$ cat config.mk
export PLATFORM = sky130hd
export DESIGN_NAME = down_counter_flat
export DESIGN_NICKNAME = d
export VERILOG_FILES = /design/src/rtl/down_counter_if.sv /design/src/rtl/down_counter.sv /design/src/flat_wrapper.sv
export SDC_FILE = /design/constraint.sdc
export NUM_CORES = 1
export LEC_CHECK = 0
export BUFFER_PORTS_ARGS = -buffer_cell sky130_fd_sc_hd__buf_4
export CORE_MARGIN = 1
export CORE_UTILIZATION = 47
export DETAILED_ROUTE_END_ITERATION = 12
export GPL_ROUTABILITY_DRIVEN = 0
export HOLD_SLACK_MARGIN = 0.02
export PLACE_DENSITY = 0.87
export SYNTH_ARGS = -nofsm -noshare
export SYNTH_HDL_FRONTEND = slang
export SYNTH_SLANG_ARGS = --single-unit
$ cat constraint.sdc
create_clock -name clk -period 2.2 [get_ports clk]
set_input_delay 0.66 -clock clk [delete_from_list [all_inputs] [get_ports clk]]
set_output_delay 0.66 -clock clk [all_outputs]
set_load 0.02 [all_outputs]
$ cat src/rtl/down_counter_if.sv
// ============================================================================
//  Module      : down_counter_if
//  Description : Control/status bundle for down_counter. The master side
//                issues load/enable/start; the slave side (the counter)
//                returns the count and its status flags.
//  Revision    : 1.0  initial release
// ============================================================================
`default_nettype none

interface down_counter_if #(
  parameter int WIDTH = 8
);

  logic             enable;  // count-down enable
  logic             load;    // one-cycle load request
  logic [WIDTH-1:0] start;   // reload value
  logic [WIDTH-1:0] out;     // current count (registered)
  logic             busy;    // counting in progress
  logic             done;    // terminal-count pulse
  logic             zero;    // out == 0 (combinational)

  // Controller side: drives requests, observes the counter.
  modport master (
    output enable,
    output load,
    output start,
    input  out,
    input  busy,
    input  done,
    input  zero
  );

  // Counter side: consumes requests, reports count and status.
  modport slave (
    input  enable,
    input  load,
    input  start,
    output out,
    output busy,
    output done,
    output zero
  );

endinterface

`default_nettype wire

$ cat src/rtl/down_counter.sv
// ============================================================================
//  Module      : down_counter
//  Description : Loadable down counter with terminal-count detection. Used as
//                a measurement-window timer: load a cycle count, decrement on
//                enable, stop at zero and pulse done for one cycle.
//                Optional macro DOWN_COUNTER_AUTO_RELOAD_EN turns the DONE
//                cycle into an automatic reload, giving a periodic timer with
//                period start + 1 cycles.
//  Revision    : 1.0  initial release
// ============================================================================
`default_nettype none

module down_counter #(
  parameter int WIDTH = 8
) (
  input  wire logic     clk,
  input  wire logic     reset,
  down_counter_if.slave bus
);

  typedef enum logic [1:0] {
    IDLE  = 2'd0,
    COUNT = 2'd1,
    DONE  = 2'd2
  } state_t;

  localparam logic [WIDTH-1:0] C_ONE  = WIDTH'(1);
  localparam logic [WIDTH-1:0] C_ZERO = '0;

  state_t           state_q;
  logic [WIDTH-1:0] out_q;
  logic             busy_q;
  logic             done_q;

  // Next-count candidates used by the state machine.
  logic [WIDTH-1:0] out_dec_d;
  logic             start_nz_d;
  logic             last_step_d;

  // Decrement path; only taken when out_q > 1, so it never wraps.
  always_comb begin
    out_dec_d   = out_q - C_ONE;
    start_nz_d  = (bus.start != C_ZERO);
    // out_q == 0 cannot occur in COUNT; treating it as the last step anyway
    // keeps the counter from ever wrapping if the register were disturbed.
    last_step_d = (out_q <= C_ONE);
  end

  // Counter state machine with registered count and status flags.
  always_ff @(posedge clk) begin
    if (reset) begin
      state_q <= IDLE;
      out_q   <= bus.start;
      busy_q  <= 1'b0;
      done_q  <= 1'b0;
    end else if (bus.load) begin
      // Load wins from every state; a zero load goes straight to DONE.
      out_q   <= bus.start;
      state_q <= start_nz_d ? COUNT : DONE;
      busy_q  <= start_nz_d;
      done_q  <= ~start_nz_d;
    end else begin
      case (state_q)
        IDLE: begin
          state_q <= IDLE;
          busy_q  <= 1'b0;
          done_q  <= 1'b0;
        end

        COUNT: begin
          if (bus.enable && last_step_d) begin
            out_q   <= C_ZERO;
            state_q <= DONE;
            busy_q  <= 1'b0;
            done_q  <= 1'b1;
          end else begin
            if (bus.enable) begin
              out_q <= out_dec_d;
            end
            state_q <= COUNT;
            busy_q  <= 1'b1;
            done_q  <= 1'b0;
          end
        end

        DONE: begin
`ifdef DOWN_COUNTER_AUTO_RELOAD_EN
          // Periodic mode: restart the window from the current start value.
          out_q   <= bus.start;
          state_q <= start_nz_d ? COUNT : DONE;
          busy_q  <= start_nz_d;
          done_q  <= ~start_nz_d;
`else
          // One-shot mode: park at zero until the next load or reset.
          out_q   <= C_ZERO;
          state_q <= IDLE;
          busy_q  <= 1'b0;
          done_q  <= 1'b0;
`endif
        end

        default: begin
          state_q <= IDLE;
          busy_q  <= 1'b0;
          done_q  <= 1'b0;
        end
      endcase
    end
  end

  // Status outputs; zero is decoded straight from the count register.
  always_comb begin
    bus.out  = out_q;
    bus.busy = busy_q;
    bus.done = done_q;
    bus.zero = (out_q == C_ZERO);
  end

endmodule

`default_nettype wire

$ cat src/flat_wrapper.sv
// flat-port wrapper written by rule: the top's interface ports become plain ports
module down_counter_flat 
#(
  parameter int WIDTH = 8
)
  (clk, reset, bus_enable, bus_load, bus_start, bus_out, bus_busy, bus_done, bus_zero);
  down_counter_if #(.WIDTH(WIDTH)) bus_i ();
  input  wire logic clk;
  input  wire logic reset;
  input wire logic [$bits(bus_i.enable)-1:0] bus_enable;
  input wire logic [$bits(bus_i.load)-1:0] bus_load;
  input wire logic [$bits(bus_i.start)-1:0] bus_start;
  output wire logic [$bits(bus_i.out)-1:0] bus_out;
  output wire logic [$bits(bus_i.busy)-1:0] bus_busy;
  output wire logic [$bits(bus_i.done)-1:0] bus_done;
  output wire logic [$bits(bus_i.zero)-1:0] bus_zero;
  assign bus_i.enable = bus_enable;
  assign bus_i.load = bus_load;
  assign bus_i.start = bus_start;
  assign bus_out = bus_i.out;
  assign bus_busy = bus_i.busy;
  assign bus_done = bus_i.done;
  assign bus_zero = bus_i.zero;
  down_counter #(.WIDTH(WIDTH)) u_core (.clk(clk), .reset(reset), .bus(bus_i));
endmodule
[After elaboration in Yosys (flattened, before gate mapping)]
Index checks and enable logic that the tools add are counted.
Storage, ports and cells
  register bits: 12
  input port bits: 12
  output and inout bits: 11
Operators by class
  add/sub/neg operators: 1
  order comparisons: 1
  equal/unequal tests: 3
  multiplexer cells: 15
  bitwise operators: 1
  reduce and logical (&&, ||, !) cells: 5
Operators with widths (number)
  two-way mux 8 bit: 4
  one-hot mux 8 bit (2 select lines): 1
  less-or-equal comparator 8 x 1 -> 1 bit (second input constant): 1
  logical NOT 8 bit: 1
  two-way mux 2 bit: 4
  nonzero test 8 bit: 1
  subtractor 8 x 1 -> 8 bit (second input constant): 1
  two-way mux 1 bit: 6
  inequality test 5 x 4 -> 1 bit (second input constant): 1
  nonzero test 4 bit: 1
  equality test 2 x 1 -> 1 bit (second input constant): 1
  equality test 2 bit (second input constant): 1
  AND reduction 2 bit: 1
  logical AND 1 bit: 1
  inverter 1 bit: 1

[Logic depth before layout (Yosys ltp)]
  depth in word-level cells: 6
  gate-level depth with buffers: 6
  mapped depth without buffers: 6

[Least setup slack after synthesis]
No wires, ideal clock.
  path type: register -> register
  start: reg u_core.out_q[0] (netlist: u_core.bus.out[0])
  end: reg u_core.out_q[2] (netlist: u_core.bus.out[2]) (data pin)
  setup time: 145 ps
  data arrival time: 1697 ps
  data required time: 2055 ps
  path slack: 359 ps
  stages on the path, launching flop included: 7
  path buffers: 0
  period minus slack after synthesis: 1841 ps
  cells stage by stage: edfxtp_1 inv_1 ha_1 o21a_1 a31o_2 or2_1 o21ai_1
Between the ends
  word-level cells in the longest chain between the ends: 6
  elaborated cells on any way between the ends: 8
Ends and longest elaborated chain
  from (decl): line down_counter.sv:31  | logic [WIDTH-1:0] out_q;
  from (signal assigned): line down_counter.sv:53  | out_q <= bus.start;
  from (signal assigned): line down_counter.sv:58  | out_q <= bus.start;
  from (signal assigned): line down_counter.sv:78  | out_q <= out_dec_d;
  subtractor 8 x 1 -> 8 bit or less-or-equal comparator 8 x 1 -> 1 bit (tied branches): line down_counter.sv:42, down_counter.sv:46
  two-way mux 8 bit or logical AND 1 bit (tied branches): line down_counter.sv:77, down_counter.sv:71
  two-way mux 8 bit (*): line down_counter.sv:71  | if (bus.enable && last_step_d) begin
  one-hot mux 8 bit (2 select lines) (*): line down_counter.sv:63  | case (state_q)
  two-way mux 8 bit (*): line down_counter.sv:56  | end else if (bus.load) begin
  two-way mux 8 bit (*): line down_counter.sv:51  | if (reset) begin
Every way passes the cells marked *; elsewhere a longest branch is shown, timed or not. The select of a mux whose other input is x is not followed.
A chain may end at the register's enable or synchronous reset.

[Final worst setup path]
  start: reg u_core.out_q[0] (netlist: u_core.bus.out[0])
  end: out bus_zero
Between the ends
  word-level cells in the longest chain between the ends: 1
Ends and longest elaborated chain
  logical NOT 8 bit: line down_counter.sv:116  | bus.zero = (out_q == C_ZERO);
  to (decl): line flat_wrapper.sv:16  | output wire logic [$bits(bus_i.zero)-1:0] bus_zero;
No other way between the ends.

==> results.md <==
- Run status: finished, final reports clean
- Global-route wire length before repair: 2139 µm
- TritonCTS buffer count: 3
- Sum of buffers and inverters on the critical path: 2
- Mux cell area share after synthesis: 0%
- FF/Latch Area: 280.3 µm²
- Mean Syn Cell Area: 10.07 µm²
- Initial antenna violation count: 0
- Crit path kind: register to output pin
- Pwr Density: 613.0 nW/µm²
- Fmax: 0.4746 GHz
- FILL cells: 104
- Most frequent cells in the layout: buf_4, nand2_1, edfxtp_1
- CTS-repair resized insts: 0
- R2r setup slk: 0.27 ns
- Worst path top cell family by delay: flip-flops
- Comb pwr share: 28.2%
- Sequential fraction of the synthesis area: 42.18%
- Starting Density: 51.06%
- Drt pass-1 iters: 4
- CTS tree: done
- CP required: 1.54 ns
- Total track usage: 21.69%
- Area fraction in compound gates after synthesis: 14.50%
- Layout Nets: 108
- Post-DP HPWL: 1157 µm
- RSZ-0062 raised after global routing: false
- DRC: 0
- Largest family of logic cells by synthesized area: simple AND/OR/NAND/NOR gates
- Worst Path Arrival: 1.45 ns
- Setup Buffers After CTS: 0
- Crit-path cells: inv_1, ha_1, and3_1, buf_4
- Crit Path Max Fanout: 7
- Final ANT Viol Nets: 0
- Setup_tns: 0 ns
- Skew-Pair Late Insertion Delay: 0.27 ns
- Hold Crit Class: primary input to register
- Tot Pwr: 533.9 µW
- Via count: 585
- Synth warn: 0
- LEAKAGE: 0.3681 nW
- Adder-cell share of the synthesized area: 7.533%
- Routed vias/inst: 5.519
- WL per Instance: 13.46 µm
- Layout cells sized above 1: 37.36%
- Die Y: 39.60 µm
- Crit start category: register
- Number of global-route vias before repair: 516
- DIE WIDTH: 39.60 µm
- Io pins: 23
- Port Buffer Count: 22
- Largest net degree at the start of global routing: 14
- CTS Buffer Depth: 2
- DR iter-0 viols: 23
- Worst vdd ir: 0.0003804 V
- Clock transition at the registers of the reported paths: 0.07 ns
- Total gr overflow: 0
- Dpl ws: 0.3067 ns
- Hold endpoint: u_core.state_q[0]
- Crit end category: output pin
- Clock sinks: 10
- Number of diodes: 0
- Final Skew: 0.01260 ns
- Setup-failing EPs final: 0
- CTS H-Tree Depth: 1
- Clk pwr share: 24.5%
- Cts hold-fix bufs: 0
- Flop pwr share: 47.4%
- Hold Fails Final Rpt: 0
- Multi-input gate area: 365.4 µm²
- Final Max Slew Viols: 0
- Worst-case reg-to-reg path depth: 6
- Number of max-cap violations: 0
- Internal: 368.8 µW
- Fin crit share: 95.77%
- Mapped cell area: 664.4 µm²
- Cells after Synth: 66
- CP max stage delay: 0.51 ns
- Commonest non-fill, non-tap cell in the layout: buf_4
- Slowest cell on crit path: edfxtp_1
- Synthesis-stage register bit count: 10
- Worst Hold Depth: 2
- Tightest Pin Transition: 0.7483 ns
- Synth Net Count: 82
- Hold_sp: reset
- Worst rel slew slack: 50.01%
- Synth Area in Simple Gates: 25.05%
- Count of cell types in the netlist: 30
- Root Buffer Master: clkbuf_4
- Psw: 165.1 µW
- Sw Share: 30.92%
- RR Startpoint: u_core.bus.out[0]
- Rows: 13
- Total routed wirelength: 1427 µm
- Final setup margin: 0.09302 ns
- XOR/XNOR Fraction of Synth Area: 7.910%
- Clock period minus worst slack: 2.107 ns
- Area growth, synth to finish: 31.07%
- Die ar.: 1568 µm²
- Core area: 1301 µm²
- Reg2reg end: u_core.bus.out[3]
- Hold WS: 0.5748 ns
[how the worst max path moves through the flow]
stage                              endpoint  slack (ns)         startpoint  cells past startpoint
after CTS                          bus_zero        0.10  u_core.bus.out[0]                      4
after global routing               bus_zero        0.03  u_core.bus.out[3]                      3
final                              bus_zero        0.09  u_core.bus.out[0]                      4
after global placement    u_core.bus.out[4]        0.33           bus_load                      3
after detailed placement  u_core.bus.out[3]        0.31           bus_load                      3
after floorplan           u_core.bus.out[2]        0.36  u_core.bus.out[0]                      6
[power by group through the flow]
stage	sequential, mW	clock, mW	combinational, mW
3_5_place_dp	0.257	0	0.149
5_1_grt	0.257	0.143	0.161
4_1_cts	0.253	0.132	0.150
3_3_place_gp	0.255	0	0.147
6_report	0.253	0.131	0.150
2_1_floorplan	0.276	0	0.0659
[worst reg2reg max path, delay by kind of cell (launching register included)]
kind                       cells  cell delay [ns]
DFF                            1             0.49
buffers and inverters          1             0.08
AOI/OAI and AO/OA              3             0.66
adders and majority gates      1             0.27
and+or+nand+nor                1             0.28
[synthesized netlist by cell type (all sizes together)]
master	number	area, µm²
o21ba	1	10.01
and3	1	6.260
or3	2	17.52
or2	2	12.52
nor2	1	3.750
ha	4	50.05
dfxtp	2	40.04
and4b	1	10.01
o21ai	5	25.02
nand3	1	5.000
inv	4	15.01
o21a	1	7.510
xnor2	5	43.79
nor2b	1	6.260
nor3	7	45.04
o31ai	3	32.53
nor3b	2	20.02
a31o	1	8.760
nand2	9	33.78
xor2	1	8.760
nor4	1	6.260
o21bai	1	7.510
edfxtp	8	240.2
a21oi	1	5.000
clkbuf	1	3.750
[metal layers]
metal  part of all wire, %  up-vias  wire length, µm  GRT usage, %
met4                   4.8        0               69         13.79
met1                    41      254              582         26.15
met2                    46       33              655         34.43
met5                     0        -                0             0
met3                   8.4        9              120         4.545
li1                      -      289                -             -
[per-stage QoR]
stage | std cells | utilization (%) | cell area, µm²
after global placement | 102 | 64.90 | 844.6
after floorplan | 66 | - | 664.4
after detailed placement | 102 | 64.90 | 844.6
after CTS | 106 | 66.92 | 870.8
final | 106 | 66.92 | 870.8
after global routing | 106 | 66.92 | 870.8
[cell families (layout without fill, tap and decap cells)]
| logic type | Yosys count | count (layout) |
|---|---|---|
| XOR/XNOR | 6 | 6 |
| AO/OA/AOI/OAI | 13 | 13 |
| buffers and inverters | 5 | 30 |
| AND/OR/NAND/NOR | 28 | 28 |
| adder cells (fa/ha/maj) | 4 | 4 |
| flip-flops | 10 | 10 |
[registers in the layout (all words and copies together) (netlist names)]
name / count
u_core.state_q: 1
u_core.bus.done: 1
u_core.bus.out: 8
[area by class of cell]
cell class	instances	area share [%]
clock buffers	4	3.017
inverters	4	1.724
multi-input cells	51	41.95
flip-flops and latches	10	32.18
well taps	15	2.155
repair buffers	22	18.97
No activity file was read; power rests on OpenSTA's default activity.
